**config.mk**
```make
export PLATFORM = sky130hd
export DESIGN_NAME = sipo_word_rx_flat
export DESIGN_NICKNAME = d
export VERILOG_FILES = /design/src/rtl/sipo_word_rx_if.sv /design/src/rtl/sipo_word_rx.sv /design/src/flat_wrapper.sv
export SDC_FILE = /design/constraint.sdc
export NUM_CORES = 1
export LEC_CHECK = 0
export ABC_AREA = 1
export CAP_MARGIN = 20
export CORE_MARGIN = 2
export CORE_UTILIZATION = 30
export CTS_CLUSTER_SIZE = 12
export DETAILED_ROUTE_END_ITERATION = 12
export PLACE_DENSITY = 0.57
export SLEW_MARGIN = 20
export SYNTH_ARGS = -nofsm -noshare
export SYNTH_HDL_FRONTEND = slang
export SYNTH_SLANG_ARGS = --single-unit
```
**constraint.sdc**
```tcl
create_clock -name clk -period 2.7 [get_ports clk]
set_clock_uncertainty 0.15 [all_clocks]
set_input_delay 0.54 -clock clk [delete_from_list [all_inputs] [get_ports clk]]
set_output_delay 0.54 -clock clk [all_outputs]
set_load 0.005 [all_outputs]
```
**src/rtl/sipo_word_rx_if.sv**
```systemverilog
// ---------------------------------------------------------------------------
// sipo_word_rx_if
//   Bundles the serial input side and the parallel output side of
//   sipo_word_rx into one interface.
//
//   Parameters:
//     WIDTH       data bits per assembled word
//
//   Signals:
//     sin         serial data bit
//     sin_valid   qualifies sin on the current edge
//     sync_clr    restart word alignment
//     pout_ready  consumer accepts pout this cycle
//     ovf_clr     clear sticky overflow flag
//     pout        assembled word
//     pout_valid  pout holds an undelivered word
//     busy        partial word in progress
//     ovf         sticky: a completed word was dropped
//     perr        parity error flag for the word on pout
//
//   Handshake: a word on pout is transferred on any rising clk edge where
//   pout_valid=1 and pout_ready=1. While pout_valid=1 and pout_ready=0 the
//   receiver holds pout, pout_valid and perr stable. pout_ready may be
//   driven independently of pout_valid; it has no effect while
//   pout_valid=0.
//
//   Modports:
//     master  producer/consumer side (drives serial input and pout_ready)
//     slave   the receiver itself
// ---------------------------------------------------------------------------
interface sipo_word_rx_if #(
  parameter int WIDTH = 8
);
  logic             sin;
  logic             sin_valid;
  logic             sync_clr;
  logic             pout_ready;
  logic             ovf_clr;
  logic [WIDTH-1:0] pout;
  logic             pout_valid;
  logic             busy;
  logic             ovf;
  logic             perr;

  modport master (
    output sin,
    output sin_valid,
    output sync_clr,
    output pout_ready,
    output ovf_clr,
    input  pout,
    input  pout_valid,
    input  busy,
    input  ovf,
    input  perr
  );

  modport slave (
    input  sin,
    input  sin_valid,
    input  sync_clr,
    input  pout_ready,
    input  ovf_clr,
    output pout,
    output pout_valid,
    output busy,
    output ovf,
    output perr
  );
endinterface

```
**src/rtl/sipo_word_rx.sv**
```systemverilog
// ---------------------------------------------------------------------------
// sipo_word_rx
//   Collects an LSB-first serial bit stream into WIDTH-bit words and presents
//   each completed word on a registered output with a valid/ready handshake.
//   Word alignment can be restarted with sync_clr. A word that completes
//   while the previous one is still waiting (pout_valid=1, pout_ready=0) is
//   dropped and sets the sticky ovf flag.
//
//   Optional feature (macro SIPO_WORD_RX_PARITY_CHK_EN):
//     After WIDTH data bits one further accepted bit is taken as an even
//     parity bit; perr reports XOR(data, parity) for the word on pout.
//     Without the macro words are exactly WIDTH bits and perr is 0.
//
//   Parameters:
//     WIDTH      data bits per word (minimum 2)
//
//   Ports:
//     clk        clock, all state changes on posedge
//     rst        asynchronous active-low reset
//     bus        sipo_word_rx_if.slave (serial input, parallel output,
//                status flags)
//     dbg_state  current alignment state (0 = COLLECT, 1 = PARITY)
// ---------------------------------------------------------------------------
module sipo_word_rx #(
  parameter int WIDTH = 8
) (
  input  logic           clk,
  input  logic           rst,
  sipo_word_rx_if.slave  bus,
  output logic [0:0]     dbg_state
);

  localparam int CNT_W = $clog2(WIDTH + 1);
  localparam logic [CNT_W-1:0] LAST_IDX = CNT_W'(WIDTH - 1);

  typedef enum logic [0:0] {
    ST_COLLECT = 1'b0,
    ST_PARITY  = 1'b1
  } state_t;

  state_t           state;
  logic [CNT_W-1:0] count;
  logic [WIDTH-1:0] shreg;
  logic [WIDTH-1:0] pout_q;
  logic             valid_q;
  logic             busy_q;
  logic             ovf_q;

  logic             complete;
  logic             consume;
  logic             deliver;
  logic             drop;
  logic [WIDTH-1:0] word;

`ifdef SIPO_WORD_RX_PARITY_CHK_EN
  logic             perr_q;
  logic             word_perr;
`else
  // Without the parity stage the oldest shreg bit is shifted out on the
  // completing edge and never read.
  logic             unused_bit;
  assign unused_bit = shreg[0];
`endif

  // Completion detection and output-side decisions for this edge.
  always_comb begin
    consume  = valid_q & bus.pout_ready;
    complete = 1'b0;
    word     = {bus.sin, shreg[WIDTH-1:1]};
`ifdef SIPO_WORD_RX_PARITY_CHK_EN
    word_perr = 1'b0;
    // The data bits are already in shreg; this edge carries the parity bit.
    if (bus.sin_valid && !bus.sync_clr && state == ST_PARITY) begin
      complete  = 1'b1;
      word      = shreg;
      word_perr = (^shreg) ^ bus.sin;
    end
`else
    if (bus.sin_valid && !bus.sync_clr && count == LAST_IDX) begin
      complete = 1'b1;
    end
`endif
    // A completed word loads if the slot is empty or is being emptied now.
    deliver = complete & (~valid_q | bus.pout_ready);
    drop    = complete & valid_q & ~bus.pout_ready;
  end

  always_ff @(posedge clk or negedge rst) begin
    if (!rst) begin
      state   <= ST_COLLECT;
      count   <= '0;
      shreg   <= '0;
      busy_q  <= 1'b0;
      pout_q  <= '0;
      valid_q <= 1'b0;
      ovf_q   <= 1'b0;
`ifdef SIPO_WORD_RX_PARITY_CHK_EN
      perr_q  <= 1'b0;
`endif
    end else begin
      // Input side: alignment counter and shift register.
      if (bus.sync_clr) begin
        state <= ST_COLLECT;
        if (bus.sin_valid) begin
          // The bit arriving with sync_clr is bit 0 of the new word.
          shreg  <= {bus.sin, {(WIDTH-1){1'b0}}};
          count  <= CNT_W'(1);
          busy_q <= 1'b1;
        end else begin
          shreg  <= '0;
          count  <= '0;
          busy_q <= 1'b0;
        end
      end else if (bus.sin_valid) begin
        if (complete) begin
          count  <= '0;
          busy_q <= 1'b0;
          state  <= ST_COLLECT;
        end else begin
          shreg  <= {bus.sin, shreg[WIDTH-1:1]};
          count  <= count + CNT_W'(1);
          busy_q <= 1'b1;
`ifdef SIPO_WORD_RX_PARITY_CHK_EN
          if (count == LAST_IDX) begin
            state <= ST_PARITY;
          end
`endif
        end
      end

      // Output side: single-entry word register with handshake.
      if (deliver) begin
        pout_q  <= word;
        valid_q <= 1'b1;
`ifdef SIPO_WORD_RX_PARITY_CHK_EN
        perr_q  <= word_perr;
`endif
      end else if (consume) begin
        valid_q <= 1'b0;
`ifdef SIPO_WORD_RX_PARITY_CHK_EN
        perr_q  <= 1'b0;
`endif
      end

      // Sticky overflow; a new drop wins over a clear on the same edge.
      if (drop) begin
        ovf_q <= 1'b1;
      end else if (bus.ovf_clr) begin
        ovf_q <= 1'b0;
      end
    end
  end

  assign bus.pout       = pout_q;
  assign bus.pout_valid = valid_q;
  assign bus.busy       = busy_q;
  assign bus.ovf        = ovf_q;
`ifdef SIPO_WORD_RX_PARITY_CHK_EN
  assign bus.perr       = perr_q;
`else
  assign bus.perr       = 1'b0;
`endif
  assign dbg_state      = state;

endmodule

```
**src/flat_wrapper.sv**
```systemverilog
// flat-port wrapper written by rule: the top's interface ports become plain ports
module sipo_word_rx_flat 
#(
  parameter int WIDTH = 8
)
  (clk, rst, dbg_state, bus_sin, bus_sin_valid, bus_sync_clr, bus_pout_ready, bus_ovf_clr, bus_pout, bus_pout_valid, bus_busy, bus_ovf, bus_perr);
  sipo_word_rx_if #(.WIDTH(WIDTH)) bus_i ();
  input  logic clk;
  input  logic rst;
  output logic [0:0] dbg_state;
  input wire logic [$bits(bus_i.sin)-1:0] bus_sin;
  input wire logic [$bits(bus_i.sin_valid)-1:0] bus_sin_valid;
  input wire logic [$bits(bus_i.sync_clr)-1:0] bus_sync_clr;
  input wire logic [$bits(bus_i.pout_ready)-1:0] bus_pout_ready;
  input wire logic [$bits(bus_i.ovf_clr)-1:0] bus_ovf_clr;
  output wire logic [$bits(bus_i.pout)-1:0] bus_pout;
  output wire logic [$bits(bus_i.pout_valid)-1:0] bus_pout_valid;
  output wire logic [$bits(bus_i.busy)-1:0] bus_busy;
  output wire logic [$bits(bus_i.ovf)-1:0] bus_ovf;
  output wire logic [$bits(bus_i.perr)-1:0] bus_perr;
  assign bus_i.sin = bus_sin;
  assign bus_i.sin_valid = bus_sin_valid;
  assign bus_i.sync_clr = bus_sync_clr;
  assign bus_i.pout_ready = bus_pout_ready;
  assign bus_i.ovf_clr = bus_ovf_clr;
  assign bus_pout = bus_i.pout;
  assign bus_pout_valid = bus_i.pout_valid;
  assign bus_busy = bus_i.busy;
  assign bus_ovf = bus_i.ovf;
  assign bus_perr = bus_i.perr;
  sipo_word_rx #(.WIDTH(WIDTH)) u_core (.clk(clk), .rst(rst), .bus(bus_i), .dbg_state(dbg_state));
endmodule
```
==> key figures, run 1 <==
Synth
  – Number of distinct library cells after synthesis: 18
  – Multiplexer area fraction after synthesis: 0
  – Syn Area/Cell: 9.11 um^2
  – Largest family of logic cells by synthesized area: simple AND/OR/NAND/NOR gates
  – Area leader, netlist: dfrtp_1
  – Synth Register Bits: 22
  – Ys flop type: dfrtp_1
  – Post-Synth XOR/XNOR Area: 0
  – Most common cell in the netlist: nand2_1
  – Cell Area, Synth: 0.00100 mm^2
  – Cells after Synth: 110
  – Post-synth top cells: 45 x nand2_1, 22 x dfrtp_1, 15 x nand3_1
  – Post-synth EDFFs: 0
  – Synth warn: 0
  – Post-synthesis compound-gate area fraction: 0.0262
  – Yosys top cell area share: 0.549
  – Seq/Total Area, Yosys: 0.549
  – Async S/R FF share, synth: 1.00
  – Synth Area in Simple Gates: 0.357
  – Top area cells in the synthesized netlist: dfrtp_1 55%, nand2_1 17%, nand3_1 7.5%
  – Synth Area in Adders: 0.0125

GRT
  – Initial antenna violation count: 0
  – Total gr overflow: 0
  – First-pass GRT wire length: 3380 um
  – Pin count of the biggest net entering global routing: 23
  – Gr usage total: 0.121
  – Vias in the first global route: 780

Timing
  – Slew Viols, Final: 0
  – Fmax: 531 MHz
  – Setup-failing EPs final: 0
  – Setup Total Neg Slack: 0 ps
  – Final min period: 1880 ps
  – RSZ-0062 raised after global routing: false
  – Final period utilization: 0.697
  – Final hold violation count: 0

Placed design
  – Post-DP HPWL: 1410 um
  – Final Wtd Congestion: 0.859
  – Port bufs: 17
  – Post-Place Cells: 170

Floorplanning
  – Die W: 61.8 um
  – Die area: 0.00382 mm^2
  – Initial Util: 0.320
  – # rows: 20
  – I/O pin count: 20
  – Core Region: 0.00313 mm^2
  – Chip height: 61.8 um

Detailed routing
  – Violation count after the first detailed-route iteration: 41
  – Post-DRT Antenna Nets: 0
  – Router iterations before antenna repair: 4
  – Detailed Route WL: 1880 um
  – Vias per cell: 4.35
  – WL/cell: 10.8 um
  – # DRC: 0
  – Routed vias: 757

Critical path
  – Critical Path End Type: output pin
  – Crit path max-delay family: buffers and inverters
  – CP Buf/Inv Count: 1
  – Worst Path Required: 2010 ps
  – Critical Path Start: u_core.bus.pout[3]$_DFFE_PN0P_
  – CP Depth: 1
  – Crit path DAT: 1190 ps
  – Reg2reg setup slack: 1220 ps
  – FF-to-FF End: u_core.bus.pout[5]$_DFFE_PN0P_
  – FF-to-FF Start: u_core.count[0]$_DFFE_PN0P_
  – Startpoint types: register
  – R2r worst-path depth: 5
  – Slowest CP cell: clkdlybuf4s50_1
  – Crit path to: bus_pout[3]
  – Worst path max stage delay: 510 ps
  – Max Fanout on Critical Path: 2
  – Critical path class: register to output pin
  – Cell Chain, Critical Path: clkdlybuf4s50_1

CTS
  – Post-CTS Setup Inserts: 0
  – CTS Buf Count: 3
  – Resized cells post-CTS: 0
  – Root Driver: clkbuf_4
  – Clock sink count: 22
  – CTS tree: done
  – Clk slew on worst S/H paths: 130 ps
  – H-tree depth: 1
  – Hold-fix buffers at CTS: 0
  – Clk buf depth: 2
  – Clock Latency Late Sink: 300 ps

Layout
  – Antenna cell count: 0
  – Syn-to-layout area delta: 26.8%
  – Number of nets in the layout: 139
  – Share of layout cells above drive strength 1: 0.108
  – Final cell count without fillers: 174

Job
  – Max-capacitance violation count: 0

Min path
  – Worst min path class: register to register

Power and ir drop
  – PwrDens: 512 mW/mm^2
  – Pleak: 0.647 nW
  – Worst vdd ir: 0.163 mV

Status
  – Status: completed
## worst min-delay path by stage
stage,from,end,slack (ps),depth (start not counted)
final,u_core.bus.pout[4]$_DFFE_PN0P_,u_core.bus.pout[4]$_DFFE_PN0P_,340,2
after global routing,u_core.bus.pout[2]$_DFFE_PN0P_,u_core.bus.pout[2]$_DFFE_PN0P_,380,2
after CTS,u_core.bus.pout[1]$_DFFE_PN0P_,u_core.bus.pout[1]$_DFFE_PN0P_,350,2
after detailed placement,u_core.bus.pout[1]$_DFFE_PN0P_,u_core.bus.pout[1]$_DFFE_PN0P_,320,2
after global placement,u_core.shreg[1]$_DFFE_PN0P_,u_core.shreg[1]$_DFFE_PN0P_,310,2
after floorplan,rst,u_core.bus.busy$_DFFE_PN0P_,90,0
## area by class of cell
class / instances / area, um^2
fillers: 304 / 1860
flip-flops and latches: 22 / 551
multi-input cells: 79 / 404
repair buffers: 18 / 178
well taps: 44 / 55.1
inverters: 7 / 31.3
clock inverters: 1 / 30.0
clock buffers: 3 / 22.5
## sequential cells by signal (all words and copies together), names as in the netlist
signal / flops
u_core.bus.pout_valid: 1
u_core.bus.busy: 1
u_core.shreg: 7
u_core.bus.ovf: 1
u_core.bus.pout: 8
u_core.count: 4
## per-stage QoR
stage / instance area [um^2] / setup slack [ps] / hold slack [ps] / total power, mW / util
floorplan: 1010 / 1350 / 94.4 / 0.378 / -
global placement: 1220 / 791 / 306 / 0.405 / 0.390
detailed placement: 1220 / 771 / 318 / 0.405 / 0.390
CTS: 1270 / 795 / 351 / 0.658 / 0.406
global route: 1270 / 754 / 380 / 0.683 / 0.406
finish: 1270 / 818 / 345 / 0.651 / 0.406
## logic make-up (layout without fill, tap and decap cells)
kind of cell | Yosys count | after routing
simple gates | 71 | 71
fa+ha+maj | 1 | 1
buf+inv | 10 | 29
other cells | 1 | 2
compound gates | 5 | 5
flops | 22 | 22
## power breakdown
part	leakage, nW	total (mW)	internal [mW]	switching (mW)
logic	0.321	0.0518	0.0225	0.0293
registers	0.298	0.346	0.338	0.00838
clock network	0.0279	0.253	0.150	0.103
## layer usage
metal / GRT usage / wire (um) / share of wire / vias up
li1: - / - / - / 386
met1: 0.153 / 866 / 0.46 / 346
met2: 0.198 / 911 / 0.48 / 23
met3: 0.0124 / 77 / 0.041 / 2
met4: 0.0729 / 27 / 0.014 / 0
met5: 0 / 0 / 0 / -
## cells in the final DEF (no fill, tap or decap), types with 2 or more instances in the layout
cell,instances
nor2_1,2
nand2_1,45
a21oi_1,4
conb_1,2
clkdlybuf4s50_1,17
dfrtp_1,22
clkbuf_4,3
nand3_1,15
nand2_4,3
inv_1,6
nor2_4,2
Power figures use the tool's default switching activity.
==> inputs of run 2 (changes only) <==
PLACE_DENSITY = 0.59   (was 0.57)
clock period = 1.65 ns   (was 2.7 ns; I/O delays follow)
==> key figures, run 2 (synthesized netlist as in run 1, its figures left out) <==
Status
  – Status: completed

Critical path
  – Critical Path Start: u_core.bus.busy$_DFFE_PN0P_
  – CP Depth: 1 (unchanged)
  – Slowest CP cell: dfrtp_1
  – Worst path max stage delay: 400 ps (-110 ps)
  – Crit path to: bus_busy
  – Critical Path End Type: output pin
  – Reg2reg setup slack: 200 ps (-1020 ps)
  – Critical path class: register to output pin
  – Cell Chain, Critical Path: dlygate4sd2_1
  – CP Buf/Inv Count: 1 (unchanged)
  – FF-to-FF End: u_core.bus.pout[2]$_DFFE_PN0P_
  – Crit path DAT: 980 ps (-210 ps)
  – Crit path max-delay family: flip-flops
  – R2r worst-path depth: 6 (+1)
  – Worst Path Required: 1170 ps (-840 ps)
  – FF-to-FF Start: u_core.count[0]$_DFFE_PN0P_
  – Startpoint types: register
  – Max Fanout on Critical Path: 2 (unchanged)

Detailed routing
  – # DRC: 0 (unchanged)
  – Router iterations before antenna repair: 3 (-1)
  – Vias per cell: 4.29 (-1.4%)
  – Post-DRT Antenna Nets: 0 (unchanged)
  – Routed vias: 785 (+3.7%)
  – Violation count after the first detailed-route iteration: 34 (-17%)
  – Detailed Route WL: 1940 um (+3.1%)
  – WL/cell: 10.6 um (-2.0%)

Timing
  – Final period utilization: 0.883
  – Setup WS post-layout: 193 ps (-626 ps)
  – Final hold violation count: 0 (unchanged)
  – Fmax: 686 MHz
  – Setup Total Neg Slack: 0 ps (unchanged)
  – RSZ-0062 raised after global routing: false
  – Slew Viols, Final: 0 (unchanged)
  – Setup-failing EPs final: 0 (unchanged)
  – Final min period: 1460 ps

Placed design
  – Final Wtd Congestion: 0.808 (-6.0%)
  – Port bufs: 17 (unchanged)
  – Setup WS pre-CTS: -28.7 ps (-799 ps)
  – DP Area: 0.00124 mm^2 (+1.8%)
  – Post-DP HPWL: 1420 um (+0.57%)

CTS
  – H-tree depth: 1 (unchanged)
  – Clock sink count: 22 (unchanged)
  – CTS Buf Count: 3 (unchanged)
  – Clk slew on worst S/H paths: 120 ps (about the same)
  – Hold-fix buffers at CTS: 0 (unchanged)
  – Clk buf depth: 2 (unchanged)
  – CTS tree: done
  – Root Driver: clkbuf_4
  – Clock Latency Late Sink: 310 ps (about the same)

Power and ir drop
  – Total Power: 1.07 mW (+64%)
  – Worst vdd ir: 0.368 mV (+120%)
  – Pleak: 0.741 nW (+15%)
  – PwrDens: 806 mW/mm^2 (+57%)

GRT
  – Pin count of the biggest net entering global routing: 23 (unchanged)
  – First-pass GRT wire length: 3480 um (+3.0%)
  – Initial antenna violation count: 0 (unchanged)
  – Vias in the first global route: 782 (+0.26%)
  – Gr usage total: 0.125 (+0.00462)
  – Total gr overflow: 0 (unchanged)

Layout
  – Syn-to-layout area delta: 32.2%
  – Max reg flops: 8 (unchanged)
  – Highest-count cells in the layout ignoring fill and taps: 45 x nand2_1, 22 x dfrtp_1, 15 x nand3_1
  – Layout Utilization: 0.424 (+0.0172)
  – Number of nets in the layout: 148 (+6.5%)
  – Most common cell after layout, fill and taps aside: nand2_1
  – Final Instance Area: 0.00133 mm^2 (+4.2%)
  – Antenna cell count: 0 (unchanged)
  – Share of layout cells above drive strength 1: 0.165 (+0.0578)
  – Layout fillers: 306 (+0.66%)

Floorplanning
  – Core Region: 0.00313 mm^2 (unchanged)
  – # rows: 20 (unchanged)
  – Die area: 0.00382 mm^2 (unchanged)
  – Chip height: 61.8 um (unchanged)
  – I/O pin count: 20 (unchanged)
  – Die W: 61.8 um (unchanged)
  – Initial Util: 0.320 (unchanged)

Job
  – Max-capacitance violation count: 0 (unchanged)

Min path
  – Worst min path class: primary input to async pin
## run 2: cell count changes in the layout (fill, tap and decap cells not counted)
cell,change
buf_4,+9
dlygate4sd2_1,+11
clkdlybuf4s50_1,-11
## run 2: worst min-delay path by stage
stage / start / endpoint / slack [ps] / depth (start not counted)
2_1_floorplan: rst / u_core.bus.busy$_DFFE_PN0P_ / -120 / 0
3_3_place_gp: u_core.bus.pout[5]$_DFFE_PN0P_ / u_core.bus.pout[5]$_DFFE_PN0P_ / 310 / 2
3_5_place_dp: u_core.bus.pout[4]$_DFFE_PN0P_ / u_core.bus.pout[4]$_DFFE_PN0P_ / 320 / 2
4_1_cts: rst / u_core.shreg[2]$_DFFE_PN0P_ / 210 / 2
5_1_grt: rst / u_core.count[2]$_DFFE_PN0P_ / 220 / 2
6_report: rst / u_core.count[2]$_DFFE_PN0P_ / 190 / 2
## run 2: routing by layer
metal | global-route usage | wire (um) | vias to the layer above | part of all wire
li1 | - | - | 406 | -
met1 | 0.154 | 881 | 359 | 0.45
met2 | 0.214 | 946 | 15 | 0.49
met3 | 0.0124 | 63 | 5 | 0.032
met4 | 0.0729 | 48 | 0 | 0.025
met5 | 0 | 0 | - | 0
## run 2: final cells by class
| class | instances | area [um^2] | share of cell area |
|---|---|---|---|
| sequential | 22 | 551 | 0.415 |
| inverter | 7 | 31.3 | 0.0236 |
| multi-input combinational | 79 | 404 | 0.305 |
| clock buffer | 3 | 22.5 | 0.0170 |
| timing repair buffer | 27 | 231 | 0.175 |
| clock inverter | 1 | 30.0 | 0.0227 |
| tap | 44 | 55.1 | 0.0415 |
## run 2: repair_timing
| item | in CTS | in global routing |
|---|---|---|
| hold endpoints to repair | 0 | 0 |
| resized for setup | 11 | 0 |
| setup buffers | 6 | 0 |
| endpoints found under the setup margin | 11 | 0 |
## run 2: power breakdown
part           leakage [nW]  switching, mW  total [mW]  internal [mW]
combinational         0.415         0.0484      0.0870         0.0386
sequential            0.298         0.0129       0.566          0.553
clock                0.0279          0.169       0.415          0.246
## run 2: through the flow
step	hold slack [ps]	std cells
6_report	195	183
5_1_grt	221	183
4_1_cts	208	183
3_5_place_dp	316	173
3_3_place_gp	314	173
2_1_floorplan	-116	111
==> inputs of run 3 (changes only) <==
CELL_PAD_IN_SITES_DETAIL_PLACEMENT = 0   (was not set)
CELL_PAD_IN_SITES_GLOBAL_PLACEMENT = 1   (was not set)
PLACE_DENSITY = 0.73   (was 0.59)
==> key figures, run 3 (synthesized netlist as in run 1, its figures left out) <==
Status
  – Status: completed

CTS
  – CTS Buf Count: 3 (unchanged)
  – Clock sink count: 22 (unchanged)
  – Clock Latency Late Sink: 310 ps (about the same)
  – Clk slew on worst S/H paths: 120 ps (about the same)
  – CTS tree: done
  – H-tree depth: 1 (unchanged)
  – Clk buf depth: 2 (unchanged)
  – Hold-fix buffers at CTS: 0 (unchanged)
  – Root Driver: clkbuf_4

Timing
  – Setup WS post-layout: 193 ps (+0.785 ps)
  – RSZ-0062 raised after global routing: false
  – Fmax: 686 MHz (about the same)
  – Slew Viols, Final: 0 (unchanged)
  – Final period utilization: 0.883 (about the same)
  – Setup-failing EPs final: 0 (unchanged)
  – Final min period: 1460 ps (-0.785 ps)
  – Final hold slack: 204 ps (+8.98 ps)
  – Final hold violation count: 0 (unchanged)

Critical path
  – CP Buf/Inv Count: 1 (unchanged)
  – Crit path max-delay family: flip-flops
  – Worst path max stage delay: 400 ps (about the same)
  – Max Fanout on Critical Path: 2 (unchanged)
  – Slowest CP cell: dfrtp_1
  – Worst Path Required: 1170 ps (about the same)
  – Cell Chain, Critical Path: dlygate4sd2_1
  – Critical Path End Type: output pin
  – Startpoint types: register
  – Crit path DAT: 980 ps (about the same)
  – Critical path class: register to output pin

Layout
  – Antenna cell count: 0 (unchanged)
  – Highest-count cells in the layout ignoring fill and taps: 45 x nand2_1, 22 x dfrtp_1, 15 x nand3_1
  – Final Instance Area: 0.00132 mm^2 (about the same)
  – Share of layout cells above drive strength 1: 0.171 (+0.00596)
  – Most common cell after layout, fill and taps aside: nand2_1
  – Syn-to-layout area delta: 32.1% (about the same)
  – Max reg flops: 8 (unchanged)
  – Number of nets in the layout: 149 (+0.68%)

GRT
  – Gr usage total: 0.121 (-0.00469)
  – Pin count of the biggest net entering global routing: 23 (unchanged)
  – Total gr overflow: 0 (unchanged)
  – Initial antenna violation count: 0 (unchanged)
  – Vias in the first global route: 766 (-2.0%)
  – First-pass GRT wire length: 3340 um (-4.2%)

Detailed routing
  – # DRC: 0 (unchanged)
  – Detailed Route WL: 1960 um (+1.2%)
  – WL/cell: 10.7 um (+0.64%)
  – Post-DRT Antenna Nets: 0 (unchanged)
  – Vias per cell: 4.34 (+1.2%)
  – Routed vias: 799 (+1.8%)
  – Violation count after the first detailed-route iteration: 8 (-76%)
  – Router iterations before antenna repair: 4 (+1)

Floorplanning
  – I/O pin count: 20 (unchanged)
  – Die area: 0.00382 mm^2 (unchanged)
  – Initial Util: 0.320 (unchanged)
  – # rows: 20 (unchanged)
  – Chip height: 61.8 um (unchanged)
  – Die W: 61.8 um (unchanged)
  – Core Region: 0.00313 mm^2 (unchanged)

Power and ir drop
  – Pleak: 0.767 nW (+3.5%)
  – Total Power: 0.953 mW (-11%)
  – PwrDens: 720 mW/mm^2 (-11%)
  – Worst vdd ir: 0.197 mV (-46%)

Placed design
  – Final Wtd Congestion: 0.822 (+1.7%)
  – Port bufs: 17 (unchanged)
  – DP Area: 0.00125 mm^2 (+0.61%)
  – Setup WS pre-CTS: -0.925 ps (+27.8 ps)
  – Post-DP HPWL: 1460 um (+3.0%)

Job
  – Max-capacitance violation count: 0 (unchanged)

Min path
  – Worst min path class: primary input to async pin
==> run 3: cell types whose count changed in the layout (fill, tap and decap cells not counted) <==
cell / previous run / this run
dlygate4sd2_1: 11 / 9
dlymetal6s2s_1: 0 / 2
buf_4: 10 / 11
bufinv_16: 1 / 0
clkbuf_8: 0 / 1
==> run 3: area by class of cell <==
type	count	area, um^2
Fill cell	325	1800
Sequential cell	22	551
Multi-Input combinational cell	79	404
Timing Repair Buffer	28	246
Tap cell	44	55.1
Clock buffer	4	36.3
Inverter	7	31.3
==> run 3: metrics by stage <==
step | cells | util | TNS, ps
floorplan | 111 | - | 0
global placement | 174 | 0.399 | 0
detailed placement | 174 | 0.399 | -0.925
CTS | 183 | 0.419 | 0
global route | 184 | 0.423 | 0
finish | 184 | 0.423 | 0
==> run 3: routing by layer <==
metal  track usage  vias to the layer above  share of wire
met5             0                        -              0
met4        0.0821                        0          0.026
met3        0.0124                        4          0.037
met2         0.191                       19           0.45
met1         0.156                      367           0.49
li1              -                      409              -
==> run 3: where the power goes <==
part	total [mW]	leakage (nW)	internal [mW]	switching [mW]
clock network	0.296	0.0210	0.135	0.162
logic	0.0896	0.448	0.0408	0.0488
registers	0.567	0.298	0.553	0.0139
==> run 3: what timing repair did <==
action | CTS | global route
resized for setup | 9 | 2
buffers inserted | 5 | 1
endpoints found under the hold margin | 0 | 0
setup endpoints to repair | 10 | 2
==> run 3: path summary, 6_finish.rpt <==
path                                           startpoint                              to  slack [ps]  cells after the start
setup / recovery           u_core.bus.pout[1]$_DFFE_PN0P_                     bus_pout[1]         190                      1
hold / removal                                        rst     u_core.shreg[5]$_DFFE_PN0P_         200                      2
setup reg to reg              u_core.count[0]$_DFFE_PN0P_  u_core.bus.pout[0]$_DFFE_PN0P_         200                      5
hold reg to reg            u_core.bus.pout[5]$_DFFE_PN0P_  u_core.bus.pout[5]$_DFFE_PN0P_         350                      2
max in group asynchronous                             rst  u_core.bus.pout[7]$_DFFE_PN0P_         920                      2
min in group clk           u_core.bus.pout[5]$_DFFE_PN0P_  u_core.bus.pout[5]$_DFFE_PN0P_         350                      2
